===== config.mk =====
export PLATFORM = sky130hd
export DESIGN_NAME = acs_sweep_ctrl
export DESIGN_NICKNAME = d
export VERILOG_FILES = /design/src/rtl/acs_sweep_ctrl.sv
export SDC_FILE = /design/constraint.sdc
export NUM_CORES = 1
export LEC_CHECK = 0
export BUFFER_PORTS_ARGS = -buffer_cell sky130_fd_sc_hd__buf_4
export CAP_MARGIN = 10
export CORE_ASPECT_RATIO = 0.9
export CORE_MARGIN = 5
export CORE_UTILIZATION = 53
export DETAILED_ROUTE_END_ITERATION = 7
export PLACE_DENSITY_LB_ADDON = 0.2
export SKIP_LAST_GASP = 1
export SYNTH_ARGS = -nofsm -noshare
export SYNTH_HDL_FRONTEND = slang
export SYNTH_SLANG_ARGS = --single-unit

===== constraint.sdc =====
create_clock -name clk -period 1.64 [get_ports clk]
set_input_delay 0.328 -clock clk [delete_from_list [all_inputs] [get_ports clk]]
set_output_delay 0.328 -clock clk [all_outputs]
set_load 0.05 [all_outputs]

===== src/rtl/acs_sweep_ctrl.sv =====
// Sweeps all trellis states for each received symbol through a single shared ACS unit.
// The optional ACS_SWEEP_NORM_EN macro subtracts last symbol's minimum metric from the ACS inputs.
module acs_sweep_ctrl #(
  parameter  int unsigned NS_LOG2 = 3,
  localparam int unsigned N       = 1 << NS_LOG2
) (
  input  logic               clk,
  input  logic               rst,
  input  logic               clear,
  input  logic               in_valid,
  output logic               in_ready,
  input  logic [1:0]         in_sym,
  output logic [NS_LOG2-1:0] trel_state,
  input  logic [1:0]         trel_cw0,
  input  logic [1:0]         trel_cw1,
  output logic               acs_path_0_valid,
  output logic               acs_path_1_valid,
  output logic [1:0]         acs_path_0_bmc,
  output logic [1:0]         acs_path_1_bmc,
  output logic [7:0]         acs_path_0_pmc,
  output logic [7:0]         acs_path_1_pmc,
  input  logic               acs_selection,
  input  logic               acs_valid_o,
  input  logic [7:0]         acs_path_cost,
  output logic               out_valid,
  input  logic               out_ready,
  output logic [N-1:0]       surv_bits,
  output logic [N-1:0]       surv_mask
);

  localparam int unsigned PMW = 8;

  typedef enum logic [1:0] {IDLE, SWEEP, OUT} state_e;

  state_e             state_q, state_d;
  logic [NS_LOG2-1:0] s_q, s_d;
  logic [1:0]         sym_q, sym_d;
  logic [PMW-1:0]     old_pm_q [N];
  logic [PMW-1:0]     old_pm_d [N];
  logic [PMW-1:0]     new_pm_q [N];
  logic [PMW-1:0]     new_pm_d [N];
  logic [N-1:0]       old_vld_q, old_vld_d;
  logic [N-1:0]       new_vld_q, new_vld_d;
  logic [N-1:0]       surv_q, surv_d;
  logic [NS_LOG2-1:0] pred0, pred1;
  logic [PMW-1:0]     norm_off;

  function automatic logic [1:0] popcnt2(input logic [1:0] x);
    return {1'b0, x[0]} + {1'b0, x[1]};
  endfunction

  always_ff @(posedge clk) begin
    if (rst) begin
      state_q   <= IDLE;
      s_q       <= '0;
      sym_q     <= '0;
      old_pm_q  <= '{default: '0};
      new_pm_q  <= '{default: '0};
      old_vld_q <= N'(1);
      new_vld_q <= '0;
      surv_q    <= '0;
    end else begin
      state_q   <= state_d;
      s_q       <= s_d;
      sym_q     <= sym_d;
      old_pm_q  <= old_pm_d;
      new_pm_q  <= new_pm_d;
      old_vld_q <= old_vld_d;
      new_vld_q <= new_vld_d;
      surv_q    <= surv_d;
    end
  end

  // Sequencing and capture of ACS results; clear overrides every transition
  always_comb begin
    state_d   = state_q;
    s_d       = s_q;
    sym_d     = sym_q;
    old_pm_d  = old_pm_q;
    new_pm_d  = new_pm_q;
    old_vld_d = old_vld_q;
    new_vld_d = new_vld_q;
    surv_d    = surv_q;
    case (state_q)
      IDLE: begin
        if (in_valid) begin
          sym_d   = in_sym;
          s_d     = '0;
          state_d = SWEEP;
        end
      end
      SWEEP: begin
        new_pm_d[s_q]  = acs_path_cost;
        new_vld_d[s_q] = acs_valid_o;
        surv_d[s_q]    = acs_selection;
        s_d            = s_q + NS_LOG2'(1);
        if (s_q == NS_LOG2'(N - 1)) state_d = OUT;
      end
      OUT: begin
        if (out_ready) begin
          old_pm_d  = new_pm_q;
          old_vld_d = new_vld_q;
          state_d   = IDLE;
        end
      end
      default: state_d = IDLE;
    endcase
    if (clear) begin
      state_d   = IDLE;
      s_d       = '0;
      old_pm_d  = '{default: '0};
      new_pm_d  = '{default: '0};
      old_vld_d = N'(1);
      new_vld_d = '0;
      surv_d    = '0;
    end
  end

`ifdef ACS_SWEEP_NORM_EN
  logic [PMW-1:0] offset_q, offset_d;
  logic [PMW-1:0] min_q, min_d;
  logic           min_found_q, min_found_d;

  always_ff @(posedge clk) begin
    if (rst) begin
      offset_q    <= '0;
      min_q       <= '1;
      min_found_q <= 1'b0;
    end else begin
      offset_q    <= offset_d;
      min_q       <= min_d;
      min_found_q <= min_found_d;
    end
  end

  // Minimum valid cost of the current sweep becomes the next sweep's offset
  always_comb begin
    offset_d    = offset_q;
    min_d       = min_q;
    min_found_d = min_found_q;
    case (state_q)
      IDLE: begin
        if (in_valid) begin
          min_d       = '1;
          min_found_d = 1'b0;
        end
      end
      SWEEP: begin
        if (acs_valid_o && (!min_found_q || (acs_path_cost < min_q))) begin
          min_d       = acs_path_cost;
          min_found_d = 1'b1;
        end
      end
      OUT: begin
        if (out_ready) offset_d = min_found_q ? min_q : '0;
      end
      default: offset_d = offset_q;
    endcase
    if (clear) begin
      offset_d    = '0;
      min_d       = '1;
      min_found_d = 1'b0;
    end
  end

  assign norm_off = offset_q;
`else
  assign norm_off = '0;
`endif

  assign pred0 = {s_q[NS_LOG2-2:0], 1'b0};
  assign pred1 = {s_q[NS_LOG2-2:0], 1'b1};

  // ACS operands are live only while sweeping
  always_comb begin
    acs_path_0_valid = 1'b0;
    acs_path_1_valid = 1'b0;
    acs_path_0_bmc   = '0;
    acs_path_1_bmc   = '0;
    acs_path_0_pmc   = '0;
    acs_path_1_pmc   = '0;
    if (state_q == SWEEP) begin
      acs_path_0_valid = old_vld_q[pred0];
      acs_path_1_valid = old_vld_q[pred1];
      acs_path_0_bmc   = popcnt2(trel_cw0 ^ sym_q);
      acs_path_1_bmc   = popcnt2(trel_cw1 ^ sym_q);
      acs_path_0_pmc   = PMW'(old_pm_q[pred0] - norm_off);
      acs_path_1_pmc   = PMW'(old_pm_q[pred1] - norm_off);
    end
  end

  assign in_ready   = (state_q == IDLE);
  assign out_valid  = (state_q == OUT);
  assign trel_state = s_q;
  assign surv_bits  = surv_q;
  assign surv_mask  = new_vld_q;

endmodule


==> flow_results.org, run 1 <==
** Logic synthesis
- Part of the Yosys area used for sequential elements :: ~50%
- The netlist uses 32 different library cells.
- The synthesized design spends more area on one cell type than any other, namely dfxtp_1.
- In the post-synthesis netlist, the biggest area contributors are dfxtp_1, nand2_1, mux2i_1.
- Post-synth EDFFs :: 0
- Summing every instance area after synthesis gives roughly 6400 um2.
- Dividing the synthesized area by the synthesized cell count gives between 9 and 10 um2.
- The most common cell in the synthesized netlist is nand2_1.
- Post-synthesis net count :: 712
- Summed over its instances, the top area cell type makes up approximately 50% of the synthesized netlist area.
- Synthesized instance count :: 687
- Flop and latch count out of synthesis :: ~160
- Number of warnings printed during yosys synthesis :: 0
- Most instantiated flip-flop cell in the synthesis netlist :: dfxtp_1
- After synthesis, the share of flip-flops with an asynchronous set or reset is 0%.
- By count the netlist is led by nand2_1, dfxtp_1, mux2i_1.

** Critical path
- Largest fanout on the critical path :: 6
- Critical path endpoint category :: primary output
- STA puts the critical path data arrival time at 1820 ps.
- At the worst endpoint, the required time is between 1000 and 1500 ps.
- Cell family with the largest share of critical-path delay :: multiplexers
- By startpoint and endpoint, the worst setup path is classified as reg -> out.
- In this design, the stage delay of the slowest critical-path cell is 500 ps.
- Cells traversed along the worst timing path :: buf_12 -> mux4_2 -> and2_4 -> buf_8
- Count of buffer and inverter cells on the critical path :: 2
- Standard cell with the maximum stage delay on the critical path :: mux4_2
- STA classifies the critical path startpoint as a flip-flop.

** Route
- Initial detailed-routing violation count :: 387
- For this run, design rule violations remaining after detail routing come to 0.
- Via count :: 5,068
- Final WL :: around 16,000 um
- Mean routed wirelength per cell :: approximately 17 um
- Mean number of vias per cell :: 5.455
- Total iterations of the first detailed-routing run :: 5
- Remaining number of nets flagged by the antenna check after routing :: 0

** Placement
- Final HPWL DP :: ~10,000 um
- At the end of routability-driven placement, the weighted congestion stood at just under 0.8.
- Number of buffer cells added on primary ports :: 63
- Dpl cell area :: between 7000 and 8000 um2
- The number of placed instances, taps included, is ~900.

** Clocking
- The clock passes through at most 2 buffers.
- The tree is rooted in a clkbuf_16.
- Cts hold-fix bufs :: 0
- Skew-Pair Late Insertion Delay :: 420 ps
- Clock-pin slew of the registers on the worst-case setup and hold paths :: roughly 60 ps
- Number of buffers inserted during clock tree synthesis :: 17
- H-tree lvl count :: 4
- Clock tree from TritonCTS :: built
- Clock Sink Count :: 159

** Floorplanning
- Total die area :: approximately 14,000 um2
- The floorplan step set the die height to 114.0 um.
- Placeable Area :: roughly 12,000 um2
- For this configuration, the core starts out at a cell density of approximately 53%.
- Measured along the x axis, the die boundary spans between 100 and 150 um.
- The floorplan has 38 rows.
- Pin placement for this block handled 64 I/O pins.

** STA
- After layout, the worst path uses 131.1% of the clock period.
- Clock skew :: around 6.6 ps
- For the pin with the worst max-slew slack, the measured transition is just over 500 ps.
- After routing, the total negative slack on setup checks comes to -9338 ps.
- The number of failing hold endpoints at the final stage was 0.
- Hold is met by 120.9 ps.
- Derived from the worst setup path, the maximum achievable clock frequency is between 0.4 and 0.5 GHz.
- In this run the tightest slew margin relative to its limit is between 60% and 70%.
- In the post-route analysis, the smallest setup slack over all paths is -510.7 ps.
- RSZ-0062 raised after global routing :: true
- The number of slew-limit violations in the final report came to 0.
- Setup violations remaining at the end of the flow were counted as 22.
- Counting I/O delays and the setup requirement, the final critical path takes between 2000 and 2500 ps.

** Worst hold path
- The tightest min-delay check is of the in -> reg type.

** Run status
- Outcome :: finished with violations
- Violations in the final reports :: negative setup slack

** Finish
- In the final layout, the share of cells above drive strength 1 is roughly a quarter.
- Across the whole layout, storage elements account for around 3200 um2.
- Multi-input gate area :: 3025 um2
- Once layout is complete, the cells apart from fillers number slightly above 900.
- Number of antenna cells inserted :: 0
- Fill cells in the final layout number a little over 900.
- For this run, the post-layout net count is 781.
- Area overhead of the layout relative to synthesis :: 27.79%
- After routing the design area is ~8100 um2.

** Power and ir drop
- Net switching power figure :: 0.001770 W
- Sw Share :: roughly 22%
- The share of total power dissipated in the clock network is 47.5%.
- Of the total power, combinational logic draws about 4.5%.
- Leakage power summed over all cells :: between 3 and 4 nW
- VDD sags by at most 692.6 uV.
- Share of power burned in registers :: between 40% and 50%
- Power Internal :: about 0.0063 W
- Power density of the placed cells :: between 900 and 1000 nW/um2
- Power, Total :: ~0.008 W

** GRT
- The first global-routing pass estimated between 20,000 and 30,000 um of wire.
- Via count of the first global-routing pass :: between 5,000 and 6,000
- Aggregate global-route resource usage :: between 20% and 30%
- The total overflow left after global routing is 0.
- Number of antenna violations at the first check in global routing :: 0
- Entering global routing, the biggest net connects 73 pins.

** Job
- Across the run, the number of max-cap violations was 0.
what timing repair did:
item,in CTS,in global routing
resized for setup,57,18
cloned,3,0
pin swaps,18,5
setup buffers,6,3
endpoints found under the setup margin,41,30
metal layers:
metal	GRT usage (%)	share of wire, %
met2	40.38	50
met5	0	0
met1	27.44	41
met4	12.28	3.8
met3	4.682	4.9
metrics by stage:
step | util (%) | worst slack (ps)
final | 68.22 | -510.7
after global routing | 68.22 | -538.8
after CTS | 67.99 | -557.7
after detailed placement | 60.19 | -232.8
after global placement | 60.19 | -223.7
after floorplan | - | -136.6
area by class of cell:
class	count	share of cell area [%]
Clock buffer	19	5.440
Clock inverter	13	1.690
Inverter	1	0.04610
Multi-Input combinational cell	477	37.16
Sequential cell	159	39.25
Tap cell	160	2.459
Timing Repair Buffer	100	13.95
final timing paths:
kind              depth (start not counted)  slack [ps]     startpoint           endpoint
setup / recovery                          4        -510  trel_state[0]  acs_path_0_pmc[1]
hold reg to reg                           2         450   new_pm_q[46]       old_pm_q[46]
hold / removal                            2         120            rst           sym_q[0]
setup reg to reg                          6          80  trel_state[1]       new_pm_q[28]
layout by cell type, fill, tap and decap left out, types with 2 or more instances in the layout:
master | Yosys | layout
inv_6 | 0 | 2
dfxtp_2 | 0 | 4
nand3_2 | 1 | 2
clkbuf_16 | 0 | 17
dfxtp_1 | 159 | 153
mux2i_1 | 80 | 79
nand3_1 | 9 | 8
nand2b_1 | 2 | 2
xor2_1 | 4 | 3
and2_4 | 0 | 21
buf_6 | 2 | 8
nand2_2 | 3 | 3
clkinv_2 | 0 | 4
nor2_1 | 4 | 3
ha_1 | 4 | 4
buf_12 | 1 | 11
buf_4 | 1 | 56
a21oi_1 | 76 | 76
bufinv_16 | 0 | 2
mux4_2 | 18 | 18
nand2_1 | 238 | 238
buf_8 | 0 | 23
clkinv_4 | 0 | 2
clkinvlp_4 | 0 | 3
dfxtp_4 | 0 | 2
state kept, by name (all words and copies together), names as in the netlist:
register / flops
new_pm_q: 64
old_pm_q: 64
old_vld_q: 8
surv_bits: 8
surv_mask: 8
trel_state: 3
state_q: 2
sym_q: 2
power by group through the flow:
stage / clock network (W) / registers (W) / logic [W]
floorplan: 0 / 0.00396 / 0.000175
global placement: 0 / 0.00397 / 0.000296
finish: 0.00383 / 0.00388 / 0.000361
detailed placement: 0 / 0.00397 / 0.000303
global route: 0.00403 / 0.00388 / 0.000386
CTS: 0.00388 / 0.00388 / 0.000357
logic make-up (layout without fill, tap and decap cells):
| logic type | after synthesis | after routing | share of synthesized area (%) |
|---|---|---|---|
| buf+inv | 51 | 133 | 4.104 |
| xor+xnor | 4 | 4 | 0.5498 |
| fa+ha+maj | 4 | 4 | 0.7856 |
| flops | 159 | 159 | 49.96 |
| mux | 98 | 98 | 18.93 |
| compound gates | 78 | 78 | 6.206 |
| simple gates | 293 | 293 | 19.46 |
Power figures use the tool's default switching activity.
==> run 2: changes to the inputs <==
--- a/config.mk
+++ b/config.mk
@@ -10,5 +10,5 @@
 export CORE_ASPECT_RATIO = 0.9
 export CORE_MARGIN = 5
-export CORE_UTILIZATION = 53
+export CORE_UTILIZATION = 60
 export DETAILED_ROUTE_END_ITERATION = 7
 export PLACE_DENSITY_LB_ADDON = 0.2
==> constraint.sdc (replaced) <==
create_clock -name clk -period 2.8 [get_ports clk]
set_input_delay 0.56 -clock clk [delete_from_list [all_inputs] [get_ports clk]]
set_output_delay 0.56 -clock clk [all_outputs]
set_load 0.1 [all_outputs]
==> flow_results.org, run 2 (synthesis results as in run 1) <==
** Run status
- Outcome :: finished, final reports clean

** Placement
- The final weighted congestion in routability-driven placement came to 0.7951 (+3.5%).
- Final HPWL DP :: 9950 um (-2.0%)
- The placement-stage worst setup slack came to 515.6 ps (+748.4 ps).
- The count of port buffers added during placement is 63 (unchanged).

** Critical path
- Cells traversed along the worst timing path :: and2b_2 -> buf_4 -> and2_1 -> buf_4
- The required time at the worst-slack endpoint is 2240 ps (+930 ps).
- In this design, the critical path's most frequently occurring cell is buf_4.
- Standard cell with the maximum stage delay on the critical path :: dfxtp_1
- The data arrival time at the worst-slack endpoint was 2100 ps (+280 ps).
- The largest stage delay on the critical path is 580 ps (+80 ps).
- In this run the worst setup path begins at state_q[0].
- The depth of the worst register-to-register path is 3 (-3).
- Largest fanout on the critical path :: 15 (+9)
- The setup slack on the worst flop-to-flop path came to 860 ps (+780 ps).
- Destination of the worst register-to-register timing path :: new_pm_q[49]
- Reg-to-reg startpoint :: state_q[0]
- The most critical setup path has its endpoint at acs_path_0_pmc[7].
- Critical path endpoint category :: primary output
- The worst setup path is of the reg -> out kind.
- Nature of the critical path startpoint :: flip-flop

** Route
- Via count :: 4,964 (-2.1%)
- The ratio of routed vias to standard cells came to 5.693 (+4.4%).
- The count of antenna-violating nets left after detailed routing came to 0 (unchanged).
- The number of iterations in the first detailed-routing pass came to 5 (unchanged).
- Initial detailed-routing violation count :: 450 (+16%)
- The post-route DRC violation count is 0 (unchanged).
- The wire length per cell after detailed routing came to 17.88 um (+2.7%).
- Final WL :: 15,590 um (-3.6%)

** Clocking
- The clock tree buffer depth came to 2 (unchanged).
- Number of post-CTS setup repair buffers :: 0 (-6)
- Post-cts resize count :: 0 (-100%)
- The number of CTS-inserted buffers was 17 (unchanged).
- The cell sitting at the root of the clock tree is a clkbuf_16.
- The clock network latency to the later pin of the worst-skew pair was 420 ps (about the same).
- Cts hold-fix bufs :: 0 (unchanged)
- H-tree lvl count :: 4 (unchanged)
- Clock Sink Count :: 159 (unchanged)
- TritonCTS built the clock tree.
- The clock transition at the registers of the reported paths was 60 ps (about the same).

** Power and ir drop
- Portion of total power attributed to the clock network :: 49.5% (+2.0 points)
- Sw Share :: 21.04% (-0.89 points)
- VDD IR max :: 609.1 uV (-12%)
- Leakage power summed over all cells :: 3.147 nW (-7.1%)
- Share of total power in combinational logic :: 3.7% (-0.8 points)
- Share of power burned in registers :: 46.8% (-1.3 points)
- Power density of the placed cells :: 648.2 nW/um2 (-35%)
- Net switching power figure :: 0.001022 W (-42%)
- The internal power contribution was 0.003834 W (-39%).

** STA
- The clock tree skew after final layout was 6.757 ps (+0.1935 ps).
- Final critical delay including setup and external delays :: about 2700 ps
- RSZ-0062 raised after global routing :: false
- Final-report setup violation count :: 0 (-100%)
- The final critical path takes up 94.95% of the cycle.
- Max Clk Rate :: 0.3761 GHz
- The final critical-path setup slack is 141.4 ps (+652.1 ps).
- The final hold slack was 354.5 ps (+233.6 ps).
- Headroom to the max-slew limit :: 48.04% (-18 points)
- Total negative setup slack :: 0 ps (+9338 ps)
- Fin. Hold Viols :: 0 (unchanged)
- The number of slew-limit violations in the final report came to 0 (unchanged).
- Slew at the pin with the worst max-slew slack :: 779.4 ps (+270.3 ps)

** Finish
- Largest registers ranked by flip-flop count :: new_pm_q: 64 flops, old_pm_q: 64 flops
- From synthesis to final layout, the design area changed by 17.60%.
- Most common cell after layout, fill and taps aside :: nand2_1
- Nets :: 755 (-3.3%)
- The antenna diode instance count came to 0 (unchanged).
- In the layout the commonest cells are nand2_1, dfxtp_1, mux2i_1.
- The fraction of final layout cells with drive strength greater than 1 came to 18.30% (-6.7 points).

** Job
- Max-cap violations :: 0 (unchanged)

** GRT
- Number of antenna violations at the first check in global routing :: 0 (unchanged)
- The overall fraction of global-route tracks in use came to 25.40% (+2.1 points).
- The wire length of the first global-routing pass is 25,570 um (-2.0%).
- The pin count of the biggest net entering global routing came to 73 (unchanged).
- The overall overflow remaining after global route is 0 (unchanged).
- The via count of the first global-routing pass is 5,050 (-0.53%).

** Floorplanning
- Top Ports :: 64 (unchanged)
- The chip height came to 107.8 um (-5.5%).
- Placement Rows :: 35 (-7.9%)
- The die outline width is 118.6 um (-5.5%).
- The area of the core was 10,330 um2 (-13%).
- Starting utilization of the core area :: 61.65% (+8.3 points)
- Total die area :: 12,780 um2 (-11%)

** Worst hold path
- Type of the tightest min-delay check :: in -> reg
- Worst hold start :: rst
## run 2: cell count changes in the layout (fill, tap and decap cells not counted), moves of 4 or more
cell | previous run | this run
buf_8 | 23 | 0
and2_1 | 1 | 22
and2_4 | 21 | 0
buf_4 | 56 | 72
buf_12 | 11 | 2
buf_6 | 8 | 0
clkbuf_8 | 1 | 5
dfxtp_1 | 153 | 157
## run 2: through the flow
step	utilization (%)	total power (W)	instances	cell area [um2]
after floorplan	-	0.002440	687	6374
after global placement	66.42	0.002497	840	6864
after detailed placement	66.42	0.002501	840	6864
after CTS	72.48	0.004871	872	7491
after global routing	72.49	0.004988	872	7492
final	72.49	0.004856	872	7492
## run 2: layout make-up
cell class | instances | area, um2
sequential | 159 | 3186
multi-input combinational | 477 | 2934
fill | 757 | 2843
timing repair buffer | 74 | 580.6
clock buffer | 22 | 494.2
tap | 129 | 161.4
clock inverter | 10 | 132.6
inverter | 1 | 3.754
## run 2: layer usage
metal | GRT usage (%) | up-vias | routed length, um
met5 | 0 | - | 0
met4 | 10.92 | 0 | 495
met3 | 7.042 | 37 | 975
met2 | 43.25 | 158 | 7709
met1 | 30.26 | 2397 | 6412
li1 | - | 2372 | -
## run 2: worst max-delay path, delay by kind of cell (launching register included)
kind / cells / cell delay, ps
buffers and inverters: 2 / 560
and+or+nand+nor: 2 / 530
DFF: 1 / 580
## run 2: power groups by stage
stage,sequential [W],combinational (W),clock [W]
2_1_floorplan,0.00233,0.000113,0
3_3_place_gp,0.00232,0.000173,0
3_5_place_dp,0.00232,0.000178,0
4_1_cts,0.00227,0.000178,0.00242
5_1_grt,0.00227,0.000191,0.00252
6_report,0.00227,0.000178,0.00240
## run 2: worst min path at each step
stage                               to  cells past startpoint  slack (ps)
after detailed placement  old_pm_q[12]                      2         440
after CTS                     sym_q[0]                      2         340
after floorplan            old_pm_q[0]                      2         430
final                         sym_q[0]                      2         350
after global routing          sym_q[0]                      2         340
after global placement    old_pm_q[55]                      2         440
